--- src/rtl/alu_pkg.sv ---
// Shared ALU definitions: complement-unit mode encodings and sequencer state type.
package alu_pkg;

  localparam logic [1:0] MODE_ONES = 2'b00;
  localparam logic [1:0] MODE_TWOS = 2'b01;
  localparam logic [1:0] MODE_ABS  = 2'b10;
  localparam logic [1:0] MODE_PASS = 2'b11;

  typedef enum logic {
    ST_IDLE = 1'b0,
    ST_BUSY = 1'b1
  } state_t;

endpackage

--- src/rtl/complemento_chunk.sv ---
// One CHUNK-bit slice of the complement datapath: optionally inverted operand plus carry-in.
module complemento_chunk #(
  parameter int CHUNK = 2
) (
  input  logic [CHUNK-1:0] d,
  input  logic             inv,
  input  logic             cin,
  output logic [CHUNK-1:0] sum,
  output logic             cout
);

  logic [CHUNK-1:0] operand;
  logic [CHUNK:0]   total;

  assign operand     = inv ? ~d : d;
  assign total       = {1'b0, operand} + {{CHUNK{1'b0}}, cin};
  assign {cout, sum} = total;

endmodule

--- src/rtl/complemento_seq.sv ---
// Multi-cycle one's/two's complement, absolute value and pass-through unit,
// processing CHUNK bits per clock from the LSB with a rippled carry flop.
module complemento_seq
  import alu_pkg::*;
#(
  parameter int WIDTH = 8,
  parameter int CHUNK = 2
) (
  input  logic             clk,
  input  logic             rst,
  input  logic             start,
  input  logic [1:0]       mode,
  input  logic [WIDTH-1:0] data,
  output logic             busy,
  output logic [WIDTH-1:0] result,
  output logic             done_complemento,
  output logic             overflow
);

  localparam int N     = WIDTH / CHUNK;
  localparam int IDX_W = (N > 1) ? $clog2(N) : 1;
  localparam logic [IDX_W-1:0] LAST_IDX = IDX_W'(N - 1);
  localparam logic [WIDTH-1:0] MIN_NEG  = {1'b1, {(WIDTH-1){1'b0}}};

  if (WIDTH < 2 || (WIDTH % CHUNK) != 0) begin : g_bad_params
    $error("complemento_seq: WIDTH must be >= 2 and a multiple of CHUNK");
  end

  state_t           state_q, state_d;
  logic [IDX_W-1:0] idx_q;
  logic [WIDTH-1:0] op_q;
  logic             inv_q, carry_q, ovf_pend_q;
  logic [CHUNK-1:0] sum;
  logic             cout;
  logic [WIDTH-1:0] assembled;
  logic             accept, last_chunk, negate;

  assign busy       = (state_q == ST_BUSY);
  assign accept     = (state_q == ST_IDLE) && start;
  assign last_chunk = busy && (idx_q == LAST_IDX);
  assign negate     = (mode == MODE_TWOS) || ((mode == MODE_ABS) && data[WIDTH-1]);

  // NOTE: every always_comb output gets a default first so no path can infer a latch.
  always_comb begin
    state_d = state_q;
    case (state_q)
      ST_IDLE: if (start)                state_d = ST_BUSY;
      ST_BUSY: if (idx_q == LAST_IDX)    state_d = ST_IDLE;
      default:                           state_d = ST_IDLE;
    endcase
  end

  // NOTE: sequential state uses non-blocking assignments so all flops update from pre-edge values.
  always_ff @(posedge clk) begin
    if (rst) state_q <= ST_IDLE;
    else     state_q <= state_d;
  end

  complemento_chunk #(.CHUNK(CHUNK)) u_chunk (
    .d    (op_q[CHUNK-1:0]),
    .inv  (inv_q),
    .cin  (carry_q),
    .sum  (sum),
    .cout (cout)
  );

  // Finished chunks enter at the top, so after N shifts the LSB chunk sits at bit 0.
  if (N > 1) begin : g_multi
    logic [WIDTH-CHUNK-1:0] acc_q;

    always_ff @(posedge clk) begin
      if (rst)       acc_q <= '0;
      else if (busy) acc_q <= assembled[WIDTH-1:CHUNK];
    end

    assign assembled = {sum, acc_q};
  end else begin : g_single
    assign assembled = sum;
  end

  // NOTE: every datapath register is reset, so an aborted request leaves no stale operand behind.
  always_ff @(posedge clk) begin
    if (rst) begin
      idx_q            <= '0;
      op_q             <= '0;
      inv_q            <= 1'b0;
      carry_q          <= 1'b0;
      ovf_pend_q       <= 1'b0;
      result           <= '0;
      overflow         <= 1'b0;
      done_complemento <= 1'b0;
    end else begin
      done_complemento <= 1'b0;
      if (accept) begin
        idx_q      <= '0;
        op_q       <= data;
        inv_q      <= negate || (mode == MODE_ONES);
        carry_q    <= negate;
        ovf_pend_q <= ((mode == MODE_TWOS) || (mode == MODE_ABS)) && (data == MIN_NEG);
      end else if (busy) begin
        idx_q   <= idx_q + 1'b1;
        op_q    <= op_q >> CHUNK;
        carry_q <= cout;
        if (last_chunk) begin
          result           <= assembled;
          overflow         <= ovf_pend_q;
          done_complemento <= 1'b1;
        end
      end
    end
  end

endmodule
--- config.mk ---
export PLATFORM = sky130hd
export DESIGN_NAME = complemento_seq
export DESIGN_NICKNAME = d
export VERILOG_FILES = /design/src/rtl/alu_pkg.sv /design/src/rtl/complemento_chunk.sv /design/src/rtl/complemento_seq.sv
export SDC_FILE = /design/constraint.sdc
export NUM_CORES = 1
export LEC_CHECK = 0
export ABC_AREA = 1
export CAP_MARGIN = 20
export CELL_PAD_IN_SITES_DETAIL_PLACEMENT = 1
export CELL_PAD_IN_SITES_GLOBAL_PLACEMENT = 1
export CORE_ASPECT_RATIO = 1.1
export CORE_MARGIN = 2
export CORE_UTILIZATION = 39
export CTS_CLUSTER_SIZE = 16
export DETAILED_ROUTE_END_ITERATION = 10
export PLACE_DENSITY_LB_ADDON = 0.1
export SLEW_MARGIN = 30
export SYNTH_ARGS = -nofsm -noshare
export SYNTH_HDL_FRONTEND = slang
export SYNTH_SLANG_ARGS = --single-unit
--- constraint.sdc ---
create_clock -name clk -period 1.85 [get_ports clk]
set_clock_uncertainty 0.1 [all_clocks]
set_input_delay 0.4625 -clock clk [delete_from_list [all_inputs] [get_ports clk]]
set_output_delay 0.4625 -clock clk [all_outputs]
set_load 0.02 [all_outputs]
==> run summary <==
outcome - finished with violations
failing checks - design-rule violations
Die W - 58.9 µm
Multi-input gate area - 569 µm²
clock buffer depth - 2
grt ovf - 0
relative max-transition margin - 82.3%
# diodes - 0
Tot GR Track Use - 19.1%
Rows - 21
initial antenna violation count - 0
Min-Delay Path Class - flip-flop to flip-flop
Clock Tree Root - clkbuf_4
vias in the first global route - 1211
Die Area - 0.00379 mm²
post-synthesis sequential area ratio - 46.5%
TritonCTS clock tree - done
detailed placement HPWL - 2540 µm
Worst Path Required - 1.29 ns
hold buffers post-CTS - 0
RSZ-0062 raised after global routing - false
synth warn - 0
CTS clk-pin slew, worst paths - 0.08 ns
Post-Syn Area - 0.00129 mm²
insertion delay to the later sink of the worst-skew pair - 0.32 ns
setup tns final - 0 ns
TritonCTS Sinks - 30
post-synth top area share - 46.5%
worst setup path category - flip-flop to primary output
Crit path arrival time - 1.00 ns
Synth Instances - 169
Top delay family on crit path - flip-flops
Post-Syn Nets - 188
Sequential Area - 601 µm²
Yosys reg bits - 30
main area contributors after synthesis - dfxtp_1 47%, nand2_1 13%, nand3_1 8.9%, ha_1 5.8%, inv_1 5.2%
Synth cell types - 19
Mapped Avg Cell Area - 7.64 µm²
most frequent cells in the layout - 45 x nand2_1, 30 x dfxtp_1, 23 x nand3_1
routability-driven placement congestion ratio - 0.731
CTS Buf Count - 5
Vias - 1214
Final WS setup - 0.292 ns
type of origin of the critical path - flip-flop
final setup violation count - 0
Crit path largest cell delay - 0.34 ns
cell taking the most area after synthesis - dfxtp_1
first-pass GRT wire length - 5310 µm
leak pwr - 0.953 nW
PwrDens - 750 mW/mm²
Buffers on Ports - 23
Buf/Inv on CP - 1
Max Cap Viol - 0
# DRC - 2
wire per inst - 13.8 µm
Hold Violations, Final - 0
core area - 0.00310 mm²
worst-margin pin slew - 0.265 ns
layout cell share with drive strength beyond 1 - 9.09%
CP Cell Sequence - dlygate4sd2_1
Post-DRT Antenna Nets - 0
DRT Wirelength - 3200 µm
commonest non-fill, non-tap cell in the layout - nand2_1
first-pass iteration count of the detailed router - 7
critical-path maximum fanout - 2
peak supply drop - 0.331 mV
fin crit share - 84.2%
Fill cells - 393
total I/O pin count - 24
Critical Path End Type - primary output
DP Worst Slack - 0.0707 ns
H-tree levels - 2
Final #Nets - 218
final-report max-slew violation count - 0
Period minus WS final - 1.56 ns
initial DRC count - 25
crit path max-delay cell type - dfxtp_1
post-layout util - 52.8%
Die Y - 64.4 µm
vias per cell - 5.23
largest net degree at the start of global routing - 22
top achievable clock speed - 642 MHz
Area Growth Syn to Fin - 26.8%
Starting Density - 41.6%
Hold Slack - 0.358 ns
## routing by layer
layer | global-route usage, % | share of wire (%) | up-vias
met5 | 0 | 0 | -
met4 | 11.1 | 3.6 | 0
met3 | 4.86 | 5.0 | 13
met2 | 34.0 | 52 | 33
met1 | 19.5 | 39 | 576
li1 | - | - | 592
## cell type report
cell class	count	share of cell area, %
multi-input combinational	113	34.8
tap	34	2.60
sequential	30	36.7
clock buffer	6	3.13
inverter	20	4.58
timing repair buffer	29	18.3
## kinds of logic after synthesis
family | Yosys count | synth area share (%)
AOI/OAI and AO/OA | 21 | 8.14
adders and majority gates | 6 | 5.81
buffers and inverters | 26 | 9.40
DFF | 30 | 46.5
xor gates and xnor gates | 3 | 2.04
and+or+nand+nor | 83 | 28.1
## synth_stat cells, drive strengths merged
cell type  number
xnor2           1
ha              6
buf             6
xor2            2
nand3          24
dfxtp          30
and2            1
a21oi          10
nor3            1
inv            20
nor2           10
nand2          47
o21ai          11
## per-stage QoR
step	power [W]	std cells	area, µm²
finish	0.00123	232	1640
CTS	0.00124	232	1610
global route	0.00129	232	1640
detailed placement	0.000865	226	1560
global placement	0.000855	226	1560
floorplan	0.000799	169	1290
## sequential cells by signal, summed over array words and instances (netlist names)
register	cells
busy	1
result	8
overflow	1
done_complemento	1
idx_q	2
op_q	8
carry_q	1
g_multi.acc_q	6
ovf_pend_q	1
inv_q	1
## worst paths after layout
kind                                 startpoint                     end  slack (ns)  cells after the start
setup reg to reg                busy$_SDFF_PP0_      inv_q$_SDFFE_PP0P_        0.42                      6
setup / recovery         result[6]$_SDFFE_PP0P_               result[6]        0.29                      1
hold reg to reg   g_multi.acc_q[1]$_SDFFE_PP0P_  result[1]$_SDFFE_PP0P_        0.36                      2
hold / removal    g_multi.acc_q[1]$_SDFFE_PP0P_  result[1]$_SDFFE_PP0P_        0.36                      2
## power by group
| part | switching (W) | internal [W] | leakage, nW | total [W] |
|---|---|---|---|---|
| Combinational | 0.0000915 | 0.0000702 | 0.678 | 0.000162 |
| Clock | 0.000208 | 0.000171 | 0.0302 | 0.000379 |
| Sequential | 0.0000156 | 0.000672 | 0.245 | 0.000688 |
## what timing repair did
action                                  CTS  global route
buffers inserted                          0             0
resized for setup                         1            10
endpoints found under the setup margin    1            10
cloned                                    0             0
No activity file was read; power rests on OpenSTA's default activity.
